**src/rtl/usb_xact_sched.sv**
```systemverilog
// usb_xact_sched: host-side USB transaction scheduler.
// Arbitrates two requesters round-robin. Each transaction is sequenced as a
// token, then a data phase, then a handshake. A DATA0/DATA1 toggle is kept per
// requester, and every accepted request produces exactly one completion status.
// Optional feature: define XACT_RETRY_EN to retry a transaction that fails on a
// timeout, a bad PID or a CRC error, up to MAX_RETRY extra attempts. With the
// macro undefined, the first failure is final and reports ERR.

module usb_xact_sched #(
  parameter int unsigned MAX_RETRY = 3
) (
  input  logic       clk,
  input  logic       rst,
  input  logic       req0_valid,
  output logic       req0_ready,
  input  logic [1:0] req0_kind,
  input  logic [6:0] req0_addr,
  input  logic [3:0] req0_endp,
  input  logic       req1_valid,
  output logic       req1_ready,
  input  logic [1:0] req1_kind,
  input  logic [6:0] req1_addr,
  input  logic [3:0] req1_endp,
  output logic [3:0] tx_pid,
  output logic [6:0] tx_addr,
  output logic [3:0] tx_endp,
  output logic       tx_valid,
  input  logic       tx_ready,
  output logic       dout_start,
  output logic [3:0] dout_pid,
  output logic       dout_id,
  input  logic       tx_lt_valid,
  input  logic       tx_lt_ready,
  input  logic       tx_lt_eop,
  input  logic       rx_pid_en,
  input  logic [3:0] rx_pid,
  input  logic       rx_lt_valid,
  input  logic       rx_lt_ready,
  input  logic       rx_lt_eop,
  input  logic       crc16_err,
  input  logic       time_out,
  output logic       done_valid,
  output logic       done_id,
  output logic [2:0] done_status
);

  localparam logic [3:0] PID_OUT   = 4'b0001;
  localparam logic [3:0] PID_IN    = 4'b1001;
  localparam logic [3:0] PID_SETUP = 4'b1101;
  localparam logic [3:0] PID_ACK   = 4'b0010;
  localparam logic [3:0] PID_NAK   = 4'b1010;
  localparam logic [3:0] PID_STALL = 4'b1110;
  localparam logic [3:0] PID_DATA0 = 4'b0011;
  localparam logic [3:0] PID_DATA1 = 4'b1011;

  localparam logic [2:0] ST_ACK   = 3'b000;
  localparam logic [2:0] ST_NAK   = 3'b001;
  localparam logic [2:0] ST_STALL = 3'b010;
  localparam logic [2:0] ST_ERR   = 3'b011;
  localparam logic [2:0] ST_SKIP  = 3'b100;

`ifdef XACT_RETRY_EN
  localparam bit RETRY_EN = 1'b1;
`else
  localparam bit RETRY_EN = 1'b0;
`endif

  // The retry counter is only 4 bits wide, so a larger MAX_RETRY is clamped to 15.
  localparam logic [3:0] RETRY_LIMIT = (MAX_RETRY > 15) ? 4'd15 : 4'(MAX_RETRY);

  typedef enum logic [2:0] {
    S_IDLE,
    S_TOKEN,
    S_DOUT,
    S_WAIT_HS,
    S_WAIT_DATA,
    S_RX_BODY,
    S_SEND_ACK,
    S_DONE
  } state_t;

  state_t state, state_next;

  logic       rr_ptr;
  logic       cur_id;
  logic [1:0] cur_kind;
  logic [6:0] cur_addr;
  logic [3:0] cur_endp;
  logic [1:0] toggle;
  logic [3:0] retry_cnt;
  logic       rx_data1;

  logic       grant;
  logic       grant_id;
  logic       token_acc;
  logic       set_status;
  logic [2:0] status_val;
  logic       flip_toggle;
  logic       failure;
  logic       retry_inc;
  logic       latch_rx;

  logic kind_in;
  logic kind_setup;
  logic cur_toggle;
  logic tx_end;
  logic rx_end;
  logic retry_ok;

  // Reserved kind 11 falls through to OUT handling because it matches neither IN nor SETUP.
  assign kind_in    = (cur_kind == 2'b01);
  assign kind_setup = (cur_kind == 2'b10);
  assign cur_toggle = toggle[cur_id];
  assign tx_end     = tx_lt_valid & tx_lt_ready & tx_lt_eop;
  assign rx_end     = rx_lt_valid & rx_lt_ready & rx_lt_eop;
  // The count stops at the limit, so "not yet at the limit" means "retries remain".
  assign retry_ok   = RETRY_EN && (retry_cnt != RETRY_LIMIT);

  // The token address and endpoint hold their latched values for the whole transaction, including the ACK.
  assign tx_addr = cur_addr;
  assign tx_endp = cur_endp;

  // State register.
  always_ff @(posedge clk) begin
    if (rst) begin
      state <= S_IDLE;
    end else begin
      state <= state_next;
    end
  end

  // Next-state logic, link-facing strobes, and the decision of each transaction's outcome.
  always_comb begin
    state_next  = state;
    grant       = 1'b0;
    grant_id    = 1'b0;
    token_acc   = 1'b0;
    set_status  = 1'b0;
    status_val  = ST_ACK;
    flip_toggle = 1'b0;
    failure     = 1'b0;
    retry_inc   = 1'b0;
    latch_rx    = 1'b0;
    tx_valid    = 1'b0;
    tx_pid      = 4'b0000;
    done_valid  = 1'b0;

    case (state)
      S_IDLE: begin
        if (req0_valid || req1_valid) begin
          grant      = 1'b1;
          grant_id   = rr_ptr ? req1_valid : ~req0_valid;
          state_next = S_TOKEN;
        end
      end

      S_TOKEN: begin
        tx_valid = 1'b1;
        tx_pid   = kind_in ? PID_IN : (kind_setup ? PID_SETUP : PID_OUT);
        if (tx_ready) begin
          token_acc  = 1'b1;
          state_next = kind_in ? S_WAIT_DATA : S_DOUT;
        end
      end

      S_DOUT: begin
        if (tx_end) begin
          state_next = S_WAIT_HS;
        end
      end

      S_WAIT_HS: begin
        if (rx_pid_en) begin
          case (rx_pid)
            PID_ACK: begin
              set_status  = 1'b1;
              status_val  = ST_ACK;
              flip_toggle = 1'b1;
              state_next  = S_DONE;
            end
            PID_NAK: begin
              set_status = 1'b1;
              status_val = ST_NAK;
              state_next = S_DONE;
            end
            PID_STALL: begin
              set_status = 1'b1;
              status_val = ST_STALL;
              state_next = S_DONE;
            end
            default: failure = 1'b1;
          endcase
        end else if (time_out) begin
          failure = 1'b1;
        end
      end

      S_WAIT_DATA: begin
        if (rx_pid_en) begin
          case (rx_pid)
            PID_DATA0, PID_DATA1: begin
              latch_rx   = 1'b1;
              state_next = S_RX_BODY;
            end
            PID_NAK: begin
              set_status = 1'b1;
              status_val = ST_NAK;
              state_next = S_DONE;
            end
            PID_STALL: begin
              set_status = 1'b1;
              status_val = ST_STALL;
              state_next = S_DONE;
            end
            default: failure = 1'b1;
          endcase
        end else if (time_out) begin
          failure = 1'b1;
        end
      end

      S_RX_BODY: begin
        if (rx_end) begin
          if (crc16_err) begin
            failure = 1'b1;
          end else begin
            set_status = 1'b1;
            state_next = S_SEND_ACK;
            if (rx_data1 == cur_toggle) begin
              status_val  = ST_ACK;
              flip_toggle = 1'b1;
            end else begin
              status_val = ST_SKIP;
            end
          end
        end
      end

      S_SEND_ACK: begin
        tx_valid = 1'b1;
        tx_pid   = PID_ACK;
        if (tx_ready) begin
          state_next = S_DONE;
        end
      end

      S_DONE: begin
        done_valid = 1'b1;
        state_next = S_IDLE;
      end

      default: state_next = S_IDLE;
    endcase

    if (failure) begin
      if (retry_ok) begin
        retry_inc  = 1'b1;
        state_next = S_TOKEN;
      end else begin
        set_status = 1'b1;
        status_val = ST_ERR;
        state_next = S_DONE;
      end
    end
  end

  // Datapath: grant latching, toggles, retry count, and the registered data-mover and completion outputs.
  always_ff @(posedge clk) begin
    if (rst) begin
      rr_ptr      <= 1'b0;
      cur_id      <= 1'b0;
      cur_kind    <= 2'b00;
      cur_addr    <= 7'd0;
      cur_endp    <= 4'd0;
      toggle      <= 2'b00;
      retry_cnt   <= 4'd0;
      rx_data1    <= 1'b0;
      req0_ready  <= 1'b0;
      req1_ready  <= 1'b0;
      dout_start  <= 1'b0;
      dout_pid    <= 4'b0000;
      dout_id     <= 1'b0;
      done_id     <= 1'b0;
      done_status <= 3'b000;
    end else begin
      req0_ready <= grant & ~grant_id;
      req1_ready <= grant & grant_id;
      dout_start <= token_acc & ~kind_in;

      if (grant) begin
        cur_id    <= grant_id;
        cur_kind  <= grant_id ? req1_kind : req0_kind;
        cur_addr  <= grant_id ? req1_addr : req0_addr;
        cur_endp  <= grant_id ? req1_endp : req0_endp;
        retry_cnt <= 4'd0;
        rr_ptr    <= ~grant_id;
      end

      // SETUP clears the toggle at this same edge, so its data phase must use DATA0 directly.
      if (token_acc && !kind_in) begin
        dout_pid <= (kind_setup || !cur_toggle) ? PID_DATA0 : PID_DATA1;
        dout_id  <= cur_id;
      end

      if (token_acc && kind_setup) begin
        toggle[cur_id] <= 1'b0;
      end

      if (flip_toggle) begin
        toggle[cur_id] <= ~cur_toggle;
      end

      if (latch_rx) begin
        rx_data1 <= rx_pid[3];
      end

      if (retry_inc && (retry_cnt != 4'hF)) begin
        retry_cnt <= retry_cnt + 4'd1;
      end

      if (set_status) begin
        done_status <= status_val;
        done_id     <= cur_id;
      end
    end
  end

endmodule

```
**config.mk**
```make
export PLATFORM = sky130hd
export DESIGN_NAME = usb_xact_sched
export DESIGN_NICKNAME = d
export VERILOG_FILES = /design/src/rtl/usb_xact_sched.sv
export SDC_FILE = /design/constraint.sdc
export NUM_CORES = 1
export LEC_CHECK = 0
export CORE_ASPECT_RATIO = 1.5
export CORE_UTILIZATION = 42
export DETAILED_ROUTE_END_ITERATION = 10
export PLACE_DENSITY = 0.83
export SLEW_MARGIN = 25
export SYNTH_ARGS = -nofsm -noshare
export SYNTH_HDL_FRONTEND = slang
export SYNTH_SLANG_ARGS = --single-unit
```
**constraint.sdc**
```tcl
create_clock -name clk -period 1.97 [get_ports clk]
set_input_delay 0.394 -clock clk [delete_from_list [all_inputs] [get_ports clk]]
set_output_delay 0.394 -clock clk [all_outputs]
set_load 0.005 [all_outputs]
```
==> qor.yml <==
netlist_instances: 195
placed_cells_incl_taps: 319
worst_ep_required_time_ns: 1.58
synth-edff-count: 0
place.gp.congestion: 0.9097
min_period_over_period_pct: 97.00
routed_via_density: 5.363
critical_path_data_arrival_time_ns: 1.52
finalNonFillerCells: 328
finish.utilization_pct: 71.63
max-cap-violations: 0
antenna_cells_inserted: 0
hpwlAfterDp_mm: 3.370
setup_violations: 0
synthesis.nets: 241
hold_viol: 0
drt_pre_antenna_iters: 4
cts_tree: "yes"
die_x_um: 52.95
crit_path_max_fanout: 7
power_density_relative_to_cell_area_nw_per_um2: 1082
grt_overflow: 0
timing.critical_path.from_type: "flop"
pin_count: 73
total_cts_buffers: 5
post-route-min-period_ns: 1.911
peakVddDrop_mv: 0.7865
hold_class: "reg2reg"
achievable-frequency_ghz: 0.5233
post_syn_area_um2: 1635
final_nets: 330
setup_ws_ns: 0.05900
end_kind: "output pin"
grt_pass1_wl_mm: 7.148
detail_route.wl_per_cell_um: 13.63
flow.area_growth_from_synthesis_pct: 61.29
final.setup_skew_ns: 0.008086
clock_latency_ns: 0.29
vias: 1759
fp.dieArea_um2: 4152
synth_area_per_cell_um2: 8.386
fp.coreArea_um2: 3682
ant_nets: 0
detail_route.drc_violations: 0
synth_sequential_area_ratio_pct: 37.95
place_worst_setup_slack_ns: -0.1276
detail_route.iter0.violations: 25
cts_hold_repair.buffers: 0
grt_antenna_before_repair: 0
layout-drive-gt1-share_pct: 18.25
clk_pin_slew_ns: 0.07
outcome: "finished clean"
synth.ff_latch_count: 31
rsz0062_at_grt: "false"
fin_hold_ws_ns: 0.4696
synth.yosys.warnings: 0
globalRouteTotalUtil_pct: 23.30
fp.dieH_um: 78.42
timing_max_transition_violations_final: 0
grt_pass1_vias: 1740
clock_tree.buffer_depth: 2
synth_cell_types: 52
placement.io_buffers: 71
final.fill_count: 303
cts-root-buf: "sky130_fd_sc_hd__clkbuf_8"
cts.sinks: 31
critical_path_class: "reg2out"
ys_async_sr_fraction_pct: 0
power.leakage_nw: 1.058
detail_route.wirelength_mm: 4.469
placement_rows: 27
htreeDepth: 2
dominant_register_cell_in_the_synthesized_netlist: "sky130_fd_sc_hd__dfxtp_1"
initial_utilization_pct: 44.41
grt_max_degree: 33
[registers in the layout (all words and copies together) (netlist names), 2 cells and up]
register     count
cur_kind         2
done_status      3
dout_pid         2
state            3
toggle           2
tx_addr          7
tx_endp          4
[power breakdown]
group | switching (mW) | internal [mW]
Sequential | 0.107 | 0.790
Combinational | 0.628 | 0.759
Clock | 0.251 | 0.318
[per-layer routing]
| layer | global-route usage, % | vias to the layer above | wire length, µm | part of all wire (%) |
|---|---|---|---|---|
| li1 | - | 881 | - | - |
| met1 | 23.32 | 810 | 1801 | 40 |
| met2 | 42.15 | 54 | 2291 | 51 |
| met3 | 4.457 | 14 | 196 | 4.4 |
| met4 | 13.68 | 0 | 178 | 4.0 |
| met5 | 0 | - | 0 | 0 |
[cells in the mapped netlist (2+ instances only)]
library cell | number | area [µm²]
sky130_fd_sc_hd__nand3b_1 | 2 | 15.01
sky130_fd_sc_hd__a21oi_1 | 22 | 110.1
sky130_fd_sc_hd__buf_4 | 5 | 37.54
sky130_fd_sc_hd__a22oi_1 | 13 | 97.59
sky130_fd_sc_hd__nand2_1 | 17 | 63.81
sky130_fd_sc_hd__or2_2 | 2 | 12.51
sky130_fd_sc_hd__clkbuf_1 | 4 | 15.01
sky130_fd_sc_hd__and3_1 | 3 | 18.77
sky130_fd_sc_hd__ha_1 | 2 | 25.02
sky130_fd_sc_hd__inv_1 | 7 | 26.28
sky130_fd_sc_hd__mux2i_1 | 3 | 30.03
sky130_fd_sc_hd__buf_6 | 3 | 33.78
sky130_fd_sc_hd__and2_1 | 2 | 12.51
sky130_fd_sc_hd__o31ai_1 | 2 | 15.01
sky130_fd_sc_hd__a32oi_1 | 2 | 17.52
sky130_fd_sc_hd__nand3_1 | 6 | 30.03
sky130_fd_sc_hd__nand2b_1 | 4 | 25.02
sky130_fd_sc_hd__o21ai_0 | 6 | 30.03
sky130_fd_sc_hd__nor2_1 | 15 | 56.30
sky130_fd_sc_hd__dfxtp_1 | 31 | 620.6
sky130_fd_sc_hd__nor3_1 | 7 | 35.03
sky130_fd_sc_hd__a211oi_1 | 3 | 22.52
sky130_fd_sc_hd__nor2b_1 | 4 | 25.02
sky130_fd_sc_hd__a21oi_2 | 2 | 17.52
[cells in the final DEF (no fill, tap or decap), drive strengths merged, types with 6 or more instances in the layout]
cell type       n
clkdlybuf4s50  67
dfxtp          31
a21oi          24
buf            24
nand2          17
nor2           16
a22oi          13
nor3            8
o21ai           8
clkbuf          7
inv             7
nand3           6
[repair_timing]
item,4_1_cts,5_1_grt
buffers inserted,0,1
resized for setup,7,5
endpoints found under the setup margin,4,2
[cells by family (layout without fill, tap and decap cells)]
group,count (synthesis),after routing,share of synthesized area [%]
simple gates,74,74,24.48
compound gates,63,63,26.24
flops,31,31,37.95
buf+inv,20,110,7.192
mux,3,3,1.836
fa+ha+maj,2,2,1.530
other cells,1,1,0.2293
xor+xnor,1,1,0.5357
[final timing paths]
| kind | from | end | slack [ns] | cells past startpoint |
|---|---|---|---|---|
| worst min register to register | dout_pid[1] | dout_pid[1] | 0.47 | 2 |
| worst min-delay path | dout_pid[1] | dout_pid[1] | 0.47 | 2 |
| worst max-delay path | state[2] | done_valid | 0.06 | 3 |
| worst max register to register | state[0] | done_id | 0.31 | 6 |
[final cells by class]
type,instances,area [µm²],area share [%]
Tap cell,43,53.80,2.040
Sequential cell,31,629.4,23.86
Clock inverter,1,7.507,0.2846
Timing Repair Buffer,95,922.1,34.96
Multi-Input combinational cell,144,902.1,34.20
Clock buffer,7,96.34,3.653
Inverter,7,26.28,0.9962
[metrics by stage]
step	setup TNS [ns]	area (µm²)	total power, mW
6_report	0	2638	2.853
5_1_grt	0	2638	3.046
4_1_cts	-0.01688	2618	2.856
3_5_place_dp	-0.2767	2506	2.268
3_3_place_gp	-0.1560	2506	2.234
2_1_floorplan	0	1635	1.647
[worst max-delay path: stages, from the launching register on]
cell and delay (ns):
sky130_fd_sc_hd__dfxtp_4 0.39, sky130_fd_sc_hd__buf_4 0.13, sky130_fd_sc_hd__and3_1 0.18, sky130_fd_sc_hd__clkdlybuf4s50_1 0.52
Power figures use the tool's default switching activity.
